File: src/rtl/axis_pattern_gen.sv
// AXI4-Stream test-pattern source: NUM packets of LEN beats with a programmable
// inter-packet gap. The pattern is up/down count, Galois LFSR or constant.
//
// state | meaning
// IDLE  | waiting for cfg_start; config not latched
// SEND  | presenting beats; tvalid high
// GAP   | idle cycles between packets; tvalid low
module axis_pattern_gen #(
  parameter int          DATA_W    = 32,
  parameter int          CNT_W     = 32,
  parameter logic [31:0] LFSR_POLY = 32'h80200003
) (
  input  logic                aclk,
  input  logic                areset,
  input  logic                cfg_start,
  input  logic                cfg_stop,
  input  logic [1:0]          cfg_mode,
  input  logic                cfg_restart,
  input  logic [DATA_W-1:0]   cfg_seed,
  input  logic [DATA_W-1:0]   cfg_incr,
  input  logic [CNT_W-1:0]    cfg_len,
  input  logic [CNT_W-1:0]    cfg_num,
  input  logic [CNT_W-1:0]    cfg_gap,
  output logic [DATA_W-1:0]   m_axis_tdata,
  output logic [DATA_W/8-1:0] m_axis_tkeep,
  output logic                m_axis_tlast,
  output logic                m_axis_tvalid,
  input  logic                m_axis_tready,
  output logic                busy,
  output logic                done,
  output logic                cfg_err,
  output logic [CNT_W-1:0]    pkt_count
);

  localparam logic [DATA_W-1:0] POLY    = DATA_W'(LFSR_POLY);
  localparam logic [CNT_W-1:0]  CNT_ONE = CNT_W'(1);

  typedef enum logic [1:0] {S_IDLE, S_SEND, S_GAP} state_t;

  state_t              state_q, state_d;
  logic [1:0]          mode_q;
  logic                restart_q;
  logic [DATA_W-1:0]   seed_q, incr_q, pat_q;
  logic [CNT_W-1:0]    len_q, num_q, gap_q;
  logic [CNT_W-1:0]    beat_q, gap_cnt_q, pkt_cnt_q;
  logic                stop_q, done_q, err_q;

  logic                hs, last_beat, end_run;
  logic [CNT_W-1:0]    pkt_inc;

  // LFSR lock-up avoidance: an all-zero seed is replaced by 1.
  function automatic logic [DATA_W-1:0] seed_eff(input logic [1:0] m,
                                                 input logic [DATA_W-1:0] s);
    return (m == 2'd2 && s == '0) ? DATA_W'(1) : s;
  endfunction

  function automatic logic [DATA_W-1:0] next_pat(input logic [1:0] m,
                                                 input logic [DATA_W-1:0] p,
                                                 input logic [DATA_W-1:0] inc);
    case (m)
      2'd0:    return p + inc;
      2'd1:    return p - inc;
      2'd2:    return (p >> 1) ^ (p[0] ? POLY : '0);
      default: return p;
    endcase
  endfunction

  assign hs        = m_axis_tvalid & m_axis_tready;
  assign last_beat = (beat_q == len_q - CNT_ONE);
  assign pkt_inc   = (&pkt_cnt_q) ? pkt_cnt_q : pkt_cnt_q + CNT_ONE;
  assign end_run   = stop_q | (num_q != '0 && pkt_inc == num_q);

  // State register.
  always_ff @(posedge aclk) begin
    if (areset) state_q <= S_IDLE;
    else        state_q <= state_d;
  end

  // Next-state logic.
  always_comb begin
    state_d = state_q;
    case (state_q)
      S_IDLE: if (cfg_start && cfg_len != '0) state_d = S_SEND;
      S_SEND: begin
        if (hs && last_beat) begin
          if (end_run)           state_d = S_IDLE;
          else if (gap_q != '0)  state_d = S_GAP;
        end
      end
      S_GAP: begin
        if (cfg_stop)                state_d = S_IDLE;
        else if (gap_cnt_q == '0)    state_d = S_SEND;
      end
      default: state_d = S_IDLE;
    endcase
  end

  // Stream and status outputs decoded from state.
  always_comb begin
    m_axis_tvalid = (state_q == S_SEND);
    m_axis_tlast  = (state_q == S_SEND) && last_beat;
    busy          = (state_q != S_IDLE);
  end

  assign m_axis_tdata = pat_q;
  assign m_axis_tkeep = '1;
  assign done         = done_q;
  assign cfg_err      = err_q;
  assign pkt_count    = pkt_cnt_q;

  // Config latch, beat/gap counters, pattern and status pulses.
  always_ff @(posedge aclk) begin
    if (areset) begin
      mode_q    <= '0;
      restart_q <= 1'b0;
      seed_q    <= '0;
      incr_q    <= '0;
      len_q     <= '0;
      num_q     <= '0;
      gap_q     <= '0;
      pat_q     <= '0;
      beat_q    <= '0;
      gap_cnt_q <= '0;
      pkt_cnt_q <= '0;
      stop_q    <= 1'b0;
      done_q    <= 1'b0;
      err_q     <= 1'b0;
    end else begin
      done_q <= 1'b0;
      err_q  <= 1'b0;
      case (state_q)
        S_IDLE: begin
          if (cfg_start) begin
            if (cfg_len == '0) begin
              err_q <= 1'b1;
            end else begin
              mode_q    <= cfg_mode;
              restart_q <= cfg_restart;
              seed_q    <= cfg_seed;
              incr_q    <= cfg_incr;
              len_q     <= cfg_len;
              num_q     <= cfg_num;
              gap_q     <= cfg_gap;
              pat_q     <= seed_eff(cfg_mode, cfg_seed);
              beat_q    <= '0;
              pkt_cnt_q <= '0;
              // start and stop together: send exactly one packet
              stop_q    <= cfg_stop;
            end
          end
        end
        S_SEND: begin
          if (cfg_stop) stop_q <= 1'b1;
          if (hs) begin
            if (last_beat) begin
              beat_q    <= '0;
              pkt_cnt_q <= pkt_inc;
              pat_q     <= restart_q ? seed_eff(mode_q, seed_q)
                                     : next_pat(mode_q, pat_q, incr_q);
              if (end_run)          done_q    <= 1'b1;
              else if (gap_q != '0) gap_cnt_q <= gap_q - CNT_ONE;
            end else begin
              beat_q <= beat_q + CNT_ONE;
              pat_q  <= next_pat(mode_q, pat_q, incr_q);
            end
          end
        end
        S_GAP: begin
          if (cfg_stop)              done_q    <= 1'b1;
          else if (gap_cnt_q != '0)  gap_cnt_q <= gap_cnt_q - CNT_ONE;
        end
        default: ;
      endcase
    end
  end

endmodule

File: config.mk
export PLATFORM = sky130hd
export DESIGN_NAME = axis_pattern_gen
export DESIGN_NICKNAME = d
export VERILOG_FILES = /design/src/rtl/axis_pattern_gen.sv
export SDC_FILE = /design/constraint.sdc
export NUM_CORES = 1
export LEC_CHECK = 0
export CORE_MARGIN = 5
export CORE_UTILIZATION = 61
export DETAILED_ROUTE_END_ITERATION = 10
export PLACE_DENSITY = 0.87
export SYNTH_ARGS = -nofsm -noshare
export SYNTH_HDL_FRONTEND = slang
export SYNTH_SLANG_ARGS = --single-unit
File: constraint.sdc
create_clock -name aclk -period 8.9 [get_ports aclk]
set_clock_uncertainty 0.1 [all_clocks]
set_input_delay 2.67 -clock aclk [delete_from_list [all_inputs] [get_ports aclk]]
set_output_delay 2.67 -clock aclk [all_outputs]
set_load 0.01 [all_outputs]
==> impl_metrics.csv <==
group,metric,value,unit
placement,port_buffers,236,
cells_and_area,fin_util,0.731,
clock_tree,cts_setup_buffers,0,
synthesis,synthMostInstantiatedCell,"nand2_1",
clock_tree,cts_tree,"built",
synthesis,synthArstFlopShare,0,
floorplan,die_h,186,um
clock_tree,cts_root_buf,"clkbuf_16",
sta,slew_viol_final,0,
sta,finalCritPeriodShare,0.814,
floorplan,start_util,0.619,
critical_path,critPathMaxStageDelay,0.60,ns
synthesis,postSynthAreaPerCell,7.38,sq um
route,drt-initial-drc-count,2069,
critical_path,crit_top_cell,"mux2i_1",
power_and_ir_drop,p_leak,0.00808,uW
global_route,grt_max_degree,118,
synthesis,synth_top_area_frac,0.312,
synthesis,synth.largest_area_cell,"dfxtp_1",
cells_and_area,seq_area,5930,sq um
cells_and_area,layout.nets,2895,
global_route,grt_overflow_total,0,
floorplan,core_area,30700,sq um
clock_tree,cts.clk_slew.worst_paths,0.06,ns
clock_tree,clk_latency,0.53,ns
clock_tree,max-clock-path-buffers,3,
critical_path,crit_fanout,8,
critical_path,startpoint_type,"flip-flop",
sta,finalHoldViolations,0,
critical_path,worstPathArrival,4.47,ns
power_and_ir_drop,seqPwrFrac,0.286,
sta,relSlewSlack,0.169,
route,routed_via_density,6.34,
critical_path,crit_type,"reg2out",
synthesis,synth_seq_cells,296,
critical_path,cp_num_buf_inv,2,
power_and_ir_drop,vdd_drop_max,0.217,mV
clock_tree,cts_resized,0,
power_and_ir_drop,p_total,6650,uW
global_route,grt_pass1_vias,18767,
synthesis,yosysWarnings,0,
critical_path,required,6.13,ns
hold_path,hold_path.class,"reg2reg",
route,wl,57200,um
route,drt-pass1-iter-count,6,
sta,clock.fmax,138,MHz
power_and_ir_drop,combPwrFrac,0.498,
clock_tree,holdBufCountCts,0,
critical_path,crit_path_top_delay_cell,"or4_1",
synthesis,synth_cell_types,76,
sta,period_needed,7.24,ns
sta,worstMarginPinSlew,1.25,ns
synthesis,ys_top_cells_by_area,"dfxtp_1, nand2_1, a21oi_1, xnor2_1, nor2_1",
power_and_ir_drop,internal_power,3780,uW
flow_run,cap_violations,0,
route,ant_nets,0,
synthesis,syn-cell-area,19000,sq um
placement,hpwlAfterDp,40600,um
cells_and_area,multi_input_area,12200,sq um
global_route,grt_first_pass_wirelength,93500,um
route,wl_per_cell,18.4,um
clock_tree,cts_inserted_buffers,34,
floorplan,rows,64,
floorplan,die_w,186,um
placement,post-place-ws,2.23,ns
route,route.detailed.drc,0,
cells_and_area,layout-area-overhead-vs-synth,18.2,%
cells_and_area,antenna_cells,0,
synthesis,ys_seq_area_frac,0.312,
critical_path,cp-end-kind,"primary output",
floorplan,io_pins,241,
sta,grt_setup_unrepaired,"no",
global_route,grt_antenna_before_repair,1,
synthesis,synth-edff-count,0,
power_and_ir_drop,powerDensity,296,nW/um^2
sta,setup_viol,0,
placement,gp_congestion,0.930,
synthesis,synthTopCellsByCount,"nand2_1, a21oi_1, dfxtp_1",
cells_and_area,drive_gt1_frac,0.0425,
sta,setup_ws,1.66,ns
power_and_ir_drop,switching_share,0.431,
cells_and_area,nFillCells,2450,
synthesis,synth_cells,2571,
power_and_ir_drop,power_frac_clock,0.215,
synthesis,yosys_most_used_dff,"dfxtp_1",
sta,tns,0,ns
clock_tree,cts_num_sinks,296,
run_status,outcome,"finished clean",
global_route,grt_usage,0.311,
critical_path,crit_chain,"inv_1 -> ha_1 -> or3b_2 -> or2_2 -> or4_1 -> mux2i_1 -> mux2i_1 -> and4_1 -> nand4_1 -> nor2_1 -> clkdlybuf4s50_1",
critical_path,critPathTopFamily,"simple AND/OR/NAND/NOR gates",
route,vias,19681,
cells_and_area,final_cells,3104,
power_and_ir_drop,p_sw,2860,uW
placement,dp_cells,3046,
floorplan,die_area,34700,sq um
clock_tree,htree_levels,2,
-- layout by cell type (no fill, tap or decap), types with 63 or more instances in the layout --
| cell | count |
|---|---|
| o21ai_0 | 98 |
| nor2_1 | 197 |
| xor2_1 | 70 |
| o211ai_1 | 63 |
| dfxtp_1 | 294 |
| nand2_1 | 448 |
| xnor2_1 | 110 |
| nand3_1 | 63 |
| clkdlybuf4s50_1 | 235 |
| a21oi_1 | 304 |
-- worst reg2reg max path, stage by stage, from the launching register on --
cell	delay (ns)
dfxtp_1	0.40
inv_1	0.10
ha_1	0.21
nand2_1	0.06
nor3_1	0.28
and2_1	0.28
nand2_1	0.10
or2_2	0.31
o21ai_0	0.19
xor2_1	0.24
ha_1	0.34
a21o_1	0.21
a21oi_1	0.17
nor4b_1	0.25
o311ai_0	0.26
a32oi_1	0.42
or3_1	0.20
a31oi_1	0.15
a2111oi_0	0.44
a31oi_1	0.10
nor3b_1	0.20
a21oi_1	0.06
-- flip-flops by register name, indices dropped and copies added, names as in the netlist, 2 cells and up --
register and cells:
beat_q 32, gap_cnt_q 32, gap_q 32, incr_q 32, len_q 32, m_axis_tdata 32, num_q 32, pkt_count 32
seed_q 32, mode_q 2, state_q 2
-- final cells by class --
type,instances,area share
tap,396,0.0221
clock buffer,49,0.0445
sequential,296,0.264
clock inverter,9,0.00619
timing repair buffer,254,0.111
multi-input combinational,2065,0.546
inverter,35,0.00586
-- routing by layer --
layer  routed length (um)  vias up  global-route usage
met5                   13        -                   0
met4                 2150        2               0.117
met3                 4330      161              0.0463
met2                27400      865               0.524
met1                23300     9224               0.403
li1                     -     9429                   -
-- kinds of logic after synthesis --
group / count (synthesis) / share of synthesized area
and+or+nand+nor: 1123 / 0.288
xor gates and xnor gates: 180 / 0.0831
adders and majority gates: 41 / 0.0274
buffers and inverters: 213 / 0.0450
other: 1 / 0.000198
AOI/OAI and AO/OA: 648 / 0.207
muxes: 69 / 0.0371
DFF: 296 / 0.312
-- through the flow --
stage | hold WS, ns | cell area [sq um]
floorplan | 0.344 | 19000
global placement | 0.353 | 21300
detailed placement | 0.364 | 21300
CTS | 0.372 | 22400
global route | 0.397 | 22400
finish | 0.375 | 22400
-- path summary, 6_finish.rpt --
path,startpoint,endpoint,slack (ns),cells after the start
setup / recovery,len_q[0],m_axis_tlast,1.66,11
hold / removal,seed_q[20],seed_q[20],0.38,2
setup reg to reg,incr_q[0],m_axis_tdata[31],3.71,21
hold reg to reg,seed_q[20],seed_q[20],0.38,2
-- power by group through the flow --
stage               clock network [uW]  logic, uW  registers, uW
finish                            1430       3310           1900
global placement                     0       3150           1910
CTS                               1450       3280           1890
detailed placement                   0       3240           1920
floorplan                            0       2420           1820
global route                      1510       3650           1930
Note: power is estimated with default switching activity, not from simulation.
